==> src/rtl/conv_frame_scheduler.sv <==
// conv_frame_scheduler: walks the interior pixel centres of one stored frame
// in raster order, issues one ALU read per pixel and tracks ALU write-backs.
//
// Ports:
//   sys_clk      system clock
//   rst          asynchronous active-high reset
//   frame_start  one-cycle pulse, a new frame is stored and may be filtered
//   hold         read port unavailable this cycle, no request issued
//   abort        synchronous abort of the current frame
//   alu_wen      ALU write-back strobe, one per completed pixel
//   raddr_alu    centre-pixel read address to the ALU
//   ren_alu      read request valid
//   busy         high while reading (RUN) or waiting for writes (DRAIN)
//   frame_done   one-cycle pulse when a frame completes
//   timeout_err  sticky, set when write-backs never arrived in DRAIN
//   overrun      one-cycle pulse, frame_start seen while not idle
//   issue_cnt    requests issued in the current frame
module conv_frame_scheduler #(
    parameter int IMG_W     = 320,
    parameter int IMG_H     = 240,
    parameter int AW        = 17,
    parameter int DRAIN_MAX = 64
) (
    input  logic          sys_clk,
    input  logic          rst,
    input  logic          frame_start,
    input  logic          hold,
    input  logic          abort,
    input  logic          alu_wen,
    output logic [AW-1:0] raddr_alu,
    output logic          ren_alu,
    output logic          busy,
    output logic          frame_done,
    output logic          timeout_err,
    output logic          overrun,
    output logic [AW-1:0] issue_cnt
);

    localparam int XW = $clog2(IMG_W);
    localparam int YW = $clog2(IMG_H);
    localparam int DW = $clog2(DRAIN_MAX + 1);

    localparam logic [AW-1:0] NPIX    = AW'((IMG_W - 2) * (IMG_H - 2));
    localparam logic [AW-1:0] A_FIRST = AW'(IMG_W + 1);
    localparam logic [XW-1:0] X_LAST  = XW'(IMG_W - 2);
    localparam logic [YW-1:0] Y_LAST  = YW'(IMG_H - 2);
    localparam logic [DW-1:0] D_LAST  = DW'(DRAIN_MAX - 1);

    typedef enum logic [1:0] {
        S_IDLE,
        S_RUN,
        S_DRAIN,
        S_DONE
    } state_t;

    state_t        r_state;
    state_t        w_state_nxt;

    logic [XW-1:0] r_x;
    logic [YW-1:0] r_y;
    logic [AW-1:0] r_raddr;
    logic [AW-1:0] r_issue;
    logic [AW-1:0] r_wcnt;
    logic [DW-1:0] r_dcnt;
    logic          r_timeout;

    logic          w_busy;
    logic          w_ren;
    logic          w_last;
    logic          w_start;
    logic [AW-1:0] w_wcnt_nxt;
    logic          w_wr_done;
    logic          w_to_set;

    assign w_busy  = (r_state == S_RUN) || (r_state == S_DRAIN);
    assign w_ren   = (r_state == S_RUN) && !hold;
    assign w_last  = (r_x == X_LAST) && (r_y == Y_LAST);
    // abort outranks a simultaneous frame_start in IDLE
    assign w_start = (r_state == S_IDLE) && frame_start && !abort;

    // Write-backs count only while a frame is in flight and saturate at
    // the pixel total so late strays cannot wrap the counter.
    always_comb begin
        w_wcnt_nxt = r_wcnt;
        if (w_busy && alu_wen && (r_wcnt != NPIX)) begin
            w_wcnt_nxt = r_wcnt + 1'b1;
        end
    end

    // Uses the count including this cycle's strobe, so DONE follows the
    // final write-back by one cycle.
    assign w_wr_done = (w_wcnt_nxt == NPIX);

    always_ff @(posedge sys_clk or posedge rst) begin
        if (rst) begin
            r_state <= S_IDLE;
        end else begin
            r_state <= w_state_nxt;
        end
    end

    always_comb begin
        w_state_nxt = r_state;
        w_to_set    = 1'b0;
        unique case (r_state)
            S_IDLE: begin
                if (w_start) begin
                    w_state_nxt = S_RUN;
                end
            end
            S_RUN: begin
                if (abort) begin
                    w_state_nxt = S_IDLE;
                end else if (w_ren && w_last) begin
                    w_state_nxt = S_DRAIN;
                end
            end
            S_DRAIN: begin
                if (abort) begin
                    w_state_nxt = S_IDLE;
                end else if (w_wr_done) begin
                    w_state_nxt = S_DONE;
                end else if (r_dcnt == D_LAST) begin
                    w_state_nxt = S_DONE;
                    w_to_set    = 1'b1;
                end
            end
            S_DONE: begin
                w_state_nxt = S_IDLE;
            end
            default: begin
                w_state_nxt = S_IDLE;
            end
        endcase
    end

    always_ff @(posedge sys_clk or posedge rst) begin
        if (rst) begin
            r_x       <= '0;
            r_y       <= '0;
            r_raddr   <= '0;
            r_issue   <= '0;
            r_wcnt    <= '0;
            r_dcnt    <= '0;
            r_timeout <= 1'b0;
        end else if (w_start) begin
            r_x       <= XW'(1);
            r_y       <= YW'(1);
            r_raddr   <= A_FIRST;
            r_issue   <= '0;
            r_wcnt    <= '0;
            r_dcnt    <= '0;
            r_timeout <= 1'b0;
        end else begin
            r_wcnt <= w_wcnt_nxt;
            if (w_ren) begin
                r_issue <= r_issue + 1'b1;
                // The final centre keeps its address through DRAIN.
                if (!w_last) begin
                    if (r_x != X_LAST) begin
                        r_x     <= r_x + 1'b1;
                        r_raddr <= r_raddr + 1'b1;
                    end else begin
                        // step over right border of this row and
                        // left border of the next
                        r_x     <= XW'(1);
                        r_y     <= r_y + 1'b1;
                        r_raddr <= r_raddr + AW'(3);
                    end
                end
            end
            if (r_state == S_DRAIN) begin
                r_dcnt <= r_dcnt + 1'b1;
            end
            if (w_to_set) begin
                r_timeout <= 1'b1;
            end
        end
    end

    assign raddr_alu   = r_raddr;
    assign ren_alu     = w_ren;
    assign busy        = w_busy;
    assign frame_done  = (r_state == S_DONE);
    assign timeout_err = r_timeout;
    assign overrun     = frame_start && (r_state != S_IDLE);
    assign issue_cnt   = r_issue;

endmodule

==> config.mk <==
export PLATFORM = sky130hd
export DESIGN_NAME = conv_frame_scheduler
export DESIGN_NICKNAME = d
export VERILOG_FILES = /design/src/rtl/conv_frame_scheduler.sv
export SDC_FILE = /design/constraint.sdc
export NUM_CORES = 1
export LEC_CHECK = 0
export ABC_AREA = 1
export CORE_MARGIN = 2
export CORE_UTILIZATION = 45
export CTS_CLUSTER_DIAMETER = 50
export DETAILED_ROUTE_END_ITERATION = 8
export GPL_TIMING_DRIVEN = 0
export PLACE_DENSITY = 0.76
export SKIP_LAST_GASP = 1
export SYNTH_ARGS = -nofsm -noshare
export SYNTH_HDL_FRONTEND = slang
export SYNTH_SLANG_ARGS = --single-unit
==> constraint.sdc <==
create_clock -name sys_clk -period 3.5 [get_ports sys_clk]
set_input_delay 1.05 -clock sys_clk [delete_from_list [all_inputs] [get_ports sys_clk]]
set_output_delay 1.05 -clock sys_clk [all_outputs]
set_load 0.005 [all_outputs]
After elaboration in Yosys (flattened, before gate mapping)
Cells that the tools add are included.
Widths: inputs -> output; s select.
{"block": "op_classes", "n_addsub": 7, "n_eq_ne": 14, "n_mux": 31, "reduce_logical": 19}
{"cell": "$mux 17", "n": 8}
{"cell": "$add 17x1->17 const B", "n": 3}
{"cell": "$mux 9", "n": 4}
{"cell": "$mux 8", "n": 4}
{"cell": "$add 17x2->17 const B", "n": 1}
{"cell": "$eq 17x17->1 const B", "n": 1}
{"cell": "$ne 17x17->1 const B", "n": 1}
{"cell": "$mux 7", "n": 2}
{"cell": "$mux 2", "n": 6}
{"cell": "$add 9x1->9 const B", "n": 1}
{"cell": "$eq 9x9->1 const B", "n": 1}
{"cell": "$ne 9x9->1 const B", "n": 1}
{"cell": "$add 8x1->8 const B", "n": 1}
{"cell": "$eq 8x8->1 const B", "n": 1}
{"cell": "$logic_and 1x1->1", "n": 8}
{"cell": "$pmux 2 s4", "n": 1}
{"cell": "$reduce_bool 2->1", "n": 4}
{"cell": "$add 7x1->7 const B", "n": 1}
{"cell": "$eq 7x6->1 const B", "n": 1}
{"cell": "$mux 1", "n": 6}
{"cell": "$reduce_and 3->1", "n": 2}
{"cell": "$eq 2x2->1 const B", "n": 2}
{"cell": "$ne 2x2->1 const B", "n": 2}
{"cell": "$ne 4x3->1 const B", "n": 1}
{"cell": "other kinds (7)", "n": 8}
{"block": "word_totals", "regBits": 78, "input_bits": 6, "word_cells": 79}

Logic depth before layout (Yosys ltp)
{"block": "logic_depth", "depth_word": 11, "ltp_mapped": 19, "ltp_nobuf": 18}

Worst setup path before layout
No wires, ideal clock.
{"block": "synth_timing", "path_kind": "input-to-output", "start": "in hold", "end": "out ren_alu", "arrival_ps": 1397, "path_slack_ps": 1053, "stages": 3, "n_path_buf": 0, "path_cell_list": "inv_1 nand2_1 inv_1"}
{"block": "synth_via", "elab_chain_len": 2}
{"element": "from (decl)", "line": "27", "text": "input logic hold,"}
{"element": "$logic_not 1->1", "line": "76", "text": "assign w_ren = (r_state == S_RUN) && !hold;"}
{"element": "$logic_and 1x1->1", "line": "76"}
{"element": "to (decl)", "line": "31", "text": "output logic ren_alu,"}
Every way passes these cells.

Final worst setup path
Same ends and word-level chain as after synthesis.

==> results.txt <==
----------------------------------------------------
[Power and ir drop]
  Switching share of power ... 37.8%
  Power density normalized to cell area ... 531 mW/mm2
  Maximum vdd drop ... 318 uV
  Switching power total ... 1080 uW
  Internal power of the cells ... 1780 uW
  Leakage ... 0.00234 uW
  Part of the total power dissipated in the clock network ... 24.8%
  Combinational group share of total power ... 33.0%
  Sequential cell fraction of total power ... 42.2%

[STA]
  Top achievable clock speed ... 293 MHz
  Period utilisation layout ... 97.6%
  Final setup slack of the worst path ... 84.9 ps
  Unrepaired setup endpoints after global routing ... no
  Tightest slew margin relative to the limit ... 52.0%
  Setup_tns ... 0 ps
  Max-slew violations ... 0
  Worst Max-Slew Pin Slew ... 720 ps
  Post-layout minimum cycle time ... 3420 ps
  Maximum clock skew at final layout ... 19.2 ps
  Total setup violations reported at the end of the flow ... 0
  Count of final hold-check violations ... 0

[Yosys]
  Ranking of synthesized cells by instance count ... 136 x sky130_fd_sc_hd__nand2_1, 84 x sky130_fd_sc_hd__inv_1, 78 x sky130_fd_sc_hd__dfrtp_1, 72 x sky130_fd_sc_hd__nor2_1, 34 x sky130_fd_sc_hd__nand3_1
  Post-synthesis share of cell area spent on xor and xnor gates ... 2.51%
  Mapped cell area ... 0.00454 mm2
  Simple-gate share of the synthesized area ... 31.4%
  Synthesized instance count ... 608
  Yosys warning total ... 0
  Most numerous cell in the Yosys netlist ... sky130_fd_sc_hd__nand2_1
  Post-synthesis async set-or-reset flop share ... 100%
  Top cell type's share of synthesized area ... 43.0%
  FF+latch count, synth ... 78
  Proportion of synthesized area in mux cells ... 0%
  Net count after synthesis ... 628
  Count of flip-flops with a built-in enable after synthesis ... 0
  Post-synth cell types ... 40
  Sequential-to-total area share from yosys stat ... 43.0%
  Share of synthesized cell area in full adder, half adder and majority cells ... 4.02%
  Synthesized area divided by synthesized cell count ... 7.47 um2
  Cell taking the most area after synthesis ... sky130_fd_sc_hd__dfrtp_1
  Compound-Gate Fraction of Synth Area ... 10.5%
  Primary FF master, synth ... sky130_fd_sc_hd__dfrtp_1
  Most area-consuming cells after synthesis ... sky130_fd_sc_hd__dfrtp_1 43%, sky130_fd_sc_hd__nand2_1 11%, sky130_fd_sc_hd__inv_1 6.9%
  Main combinational cell family by area after synthesis ... simple AND/OR/NAND/NOR gates

[GRT]
  GRT Util Overall ... 20.6%
  Global-route wire length before repair ... 18500 um
  Largest net degree at the start of global routing ... 64
  Total global routing overflow ... 0
  Initial antenna violation count ... 0
  Vias in the first global route ... 4036

[Drt]
  Post-DR wirelength/cell ... 13.4 um
  Metal3 WL ... 555 um
  Top Metal Used ... met4
  Violation count after the first detailed-route iteration ... 250
  Total iterations of the first detailed-routing run ... 5
  Via density per instance ... 5.19
  Length of routed met2 wiring ... 4960 um
  DRT Wirelength ... 10800 um
  Detailed-route via count ... 4163
  Number of antenna-violating nets in the routed design ... 0
  Routed length on met1 ... 5080 um
  Number of remaining DRC errors ... 0

[CTS]
  Clock transition at path regs ... 70 ps
  Number of buffers on the longest clock path ... 2
  Inserted Clock Buffers ... 9
  Clock latency reported for the late side of the worst-skew pair ... 360 ps
  Clock Sinks ... 78
  Clock tree from TritonCTS ... built
  Clock tree root driver cell ... sky130_fd_sc_hd__clkbuf_8
  Level count of the clock H-tree ... 3

[Worst setup path]
  Worst R2R Path Depth ... 14
  Worst Path Required ... 2450 ps
  Capturing element type of the critical path ... output port
  Highest net fanout along the worst path ... 8
  Flop-to-flop setup slack ... 1040 ps
  CP Launch Type ... primary input
  Critical register-to-register path endpoint ... raddr_alu[15]
  CP Data Arrival Time ... 2370 ps
  Critical path class ... in -> out
  Worst reg2reg startpoint ... r_x[0]

[Place]
  Half-perimeter wire length after detailed placement ... 7880 um
  Number of buffer cells added on primary ports ... 44
  Weighted congestion at the end of routability-driven global placement ... 0.928
  Post-placement setup slack ... -7.98 ps

[Floorplan]
  Die outline height ... 104 um
  Die width ... 104 um
  Total die area ... 0.0109 mm2
  Area of the core ... 0.00977 mm2
  Placement row count ... 36
  Starting density of the core ... 46.4%
  Top-level I/O count ... 45

[Final layout]
  Count of inserted antenna diode cells ... 0
  Layout overhead on the synthesized area ... 18.7%
  Number of nets in the finished design ... 684
  Proportion of layout cells with a drive suffix above 1 ... 7.62%

[Outcome]
  Result of the run ... finished, final reports clean

[Flow run]
  Max capacitance violation total ... 0

[Hold path]
  Hold Path Class ... reg -> reg
  Source of the worst hold timing path ... issue_cnt[16]
  Sink of the worst hold path ... issue_cnt[16]
  Worst hold path stage count ... 1

----------------------------------------------------
==> critical path, cell delays in order <==
cell,delay (ps)
sky130_fd_sc_hd__clkdlybuf4s50_1,410
sky130_fd_sc_hd__inv_1,90
sky130_fd_sc_hd__nand2_2,140
sky130_fd_sc_hd__inv_1,150
sky130_fd_sc_hd__clkdlybuf4s50_1,510
==> final cells by class <==
| class | count | area [um2] |
|---|---|---|
| clock buffers | 11 | 151 |
| clock inverters | 5 | 57.6 |
| repair buffers | 45 | 468 |
| inverters | 92 | 348 |
| well taps | 133 | 166 |
| multi-input cells | 428 | 2200 |
| fillers | 919 | 4390 |
| flip-flops and latches | 78 | 1950 |
| plain buffers | 10 | 41.3 |
==> registers in the layout (all words and copies together), names as in the netlist <==
name         flops
r_dcnt           7
r_state          2
timeout_err      1
r_wcnt          17
raddr_alu       17
issue_cnt       17
r_x              9
r_y              8
==> how the worst max path moves through the flow <==
stage          start           end  slack, ps  cells after the start
3_5_place_dp    hold       ren_alu         -8                      5
5_1_grt         hold       ren_alu         60                      5
4_1_cts         hold       ren_alu        100                      5
6_report        hold       ren_alu         80                      5
3_3_place_gp     rst  issue_cnt[8]       -870                      2
2_1_floorplan    rst  issue_cnt[0]        450                      1
==> through the flow <==
step	instances	utilization [%]	area, um2	total power [uW]	hold WS [ps]
6_report	802	55.1	5390	2860	495
5_1_grt	802	55.1	5390	3060	522
4_1_cts	802	55.1	5390	2880	498
3_5_place_dp	786	53.0	5180	2160	482
3_3_place_gp	785	52.6	5150	2100	455
2_1_floorplan	608	-	4540	1800	457
==> placed cells by master (no fill, tap or decap), types with 3 or more instances in the layout <==
cell	count
sky130_fd_sc_hd__clkinvlp_4	3
sky130_fd_sc_hd__inv_1	83
sky130_fd_sc_hd__nand4_1	12
sky130_fd_sc_hd__dfrtp_1	78
sky130_fd_sc_hd__inv_2	7
sky130_fd_sc_hd__o21ai_0	22
sky130_fd_sc_hd__nor2_4	4
sky130_fd_sc_hd__nand2_1	135
sky130_fd_sc_hd__ha_1	13
sky130_fd_sc_hd__nand3_1	34
sky130_fd_sc_hd__buf_2	3
sky130_fd_sc_hd__nand3_2	3
sky130_fd_sc_hd__nor2_1	72
sky130_fd_sc_hd__xnor2_1	4
sky130_fd_sc_hd__clkdlybuf4s50_1	44
sky130_fd_sc_hd__o21ai_1	11
sky130_fd_sc_hd__a21oi_1	33
sky130_fd_sc_hd__nand2_2	8
sky130_fd_sc_hd__nor3_1	31
sky130_fd_sc_hd__o31ai_1	7
sky130_fd_sc_hd__o21a_1	3
sky130_fd_sc_hd__xor2_1	9
sky130_fd_sc_hd__clkbuf_8	11
sky130_fd_sc_hd__nor4_1	4
sky130_fd_sc_hd__o22ai_1	3
sky130_fd_sc_hd__clkbuf_1	6
sky130_fd_sc_hd__nor2_2	4
==> kinds of logic after synthesis <==
group	after synthesis
flip-flops	78
buffers and inverters	102
adder cells (fa/ha/maj)	14
AO/OA/AOI/OAI	85
XOR/XNOR	13
AND/OR/NAND/NOR	316
==> layer usage <==
layer  global-route usage, %  vias up
li1                        -     2072
met1                    27.6     1973
met2                    33.0      101
met3                    4.89       17
met4                    6.76        0
met5                       0        -
==> power groups by stage <==
stage               clock network (uW)  registers [uW]  logic (uW)
floorplan                            0            1190         614
global placement                     0            1210         893
detailed placement                   0            1220         940
CTS                                725            1210         945
global route                       764            1230        1070
finish                             710            1210         943
==> timing repair <==
item,in CTS,in global routing
hold buffers,0,0
gates resized for setup,1,0
endpoints found under the hold margin,0,0
endpoints found under the setup margin,1,0
setup buffers,0,0
Note: power is estimated with default switching activity, not from simulation.
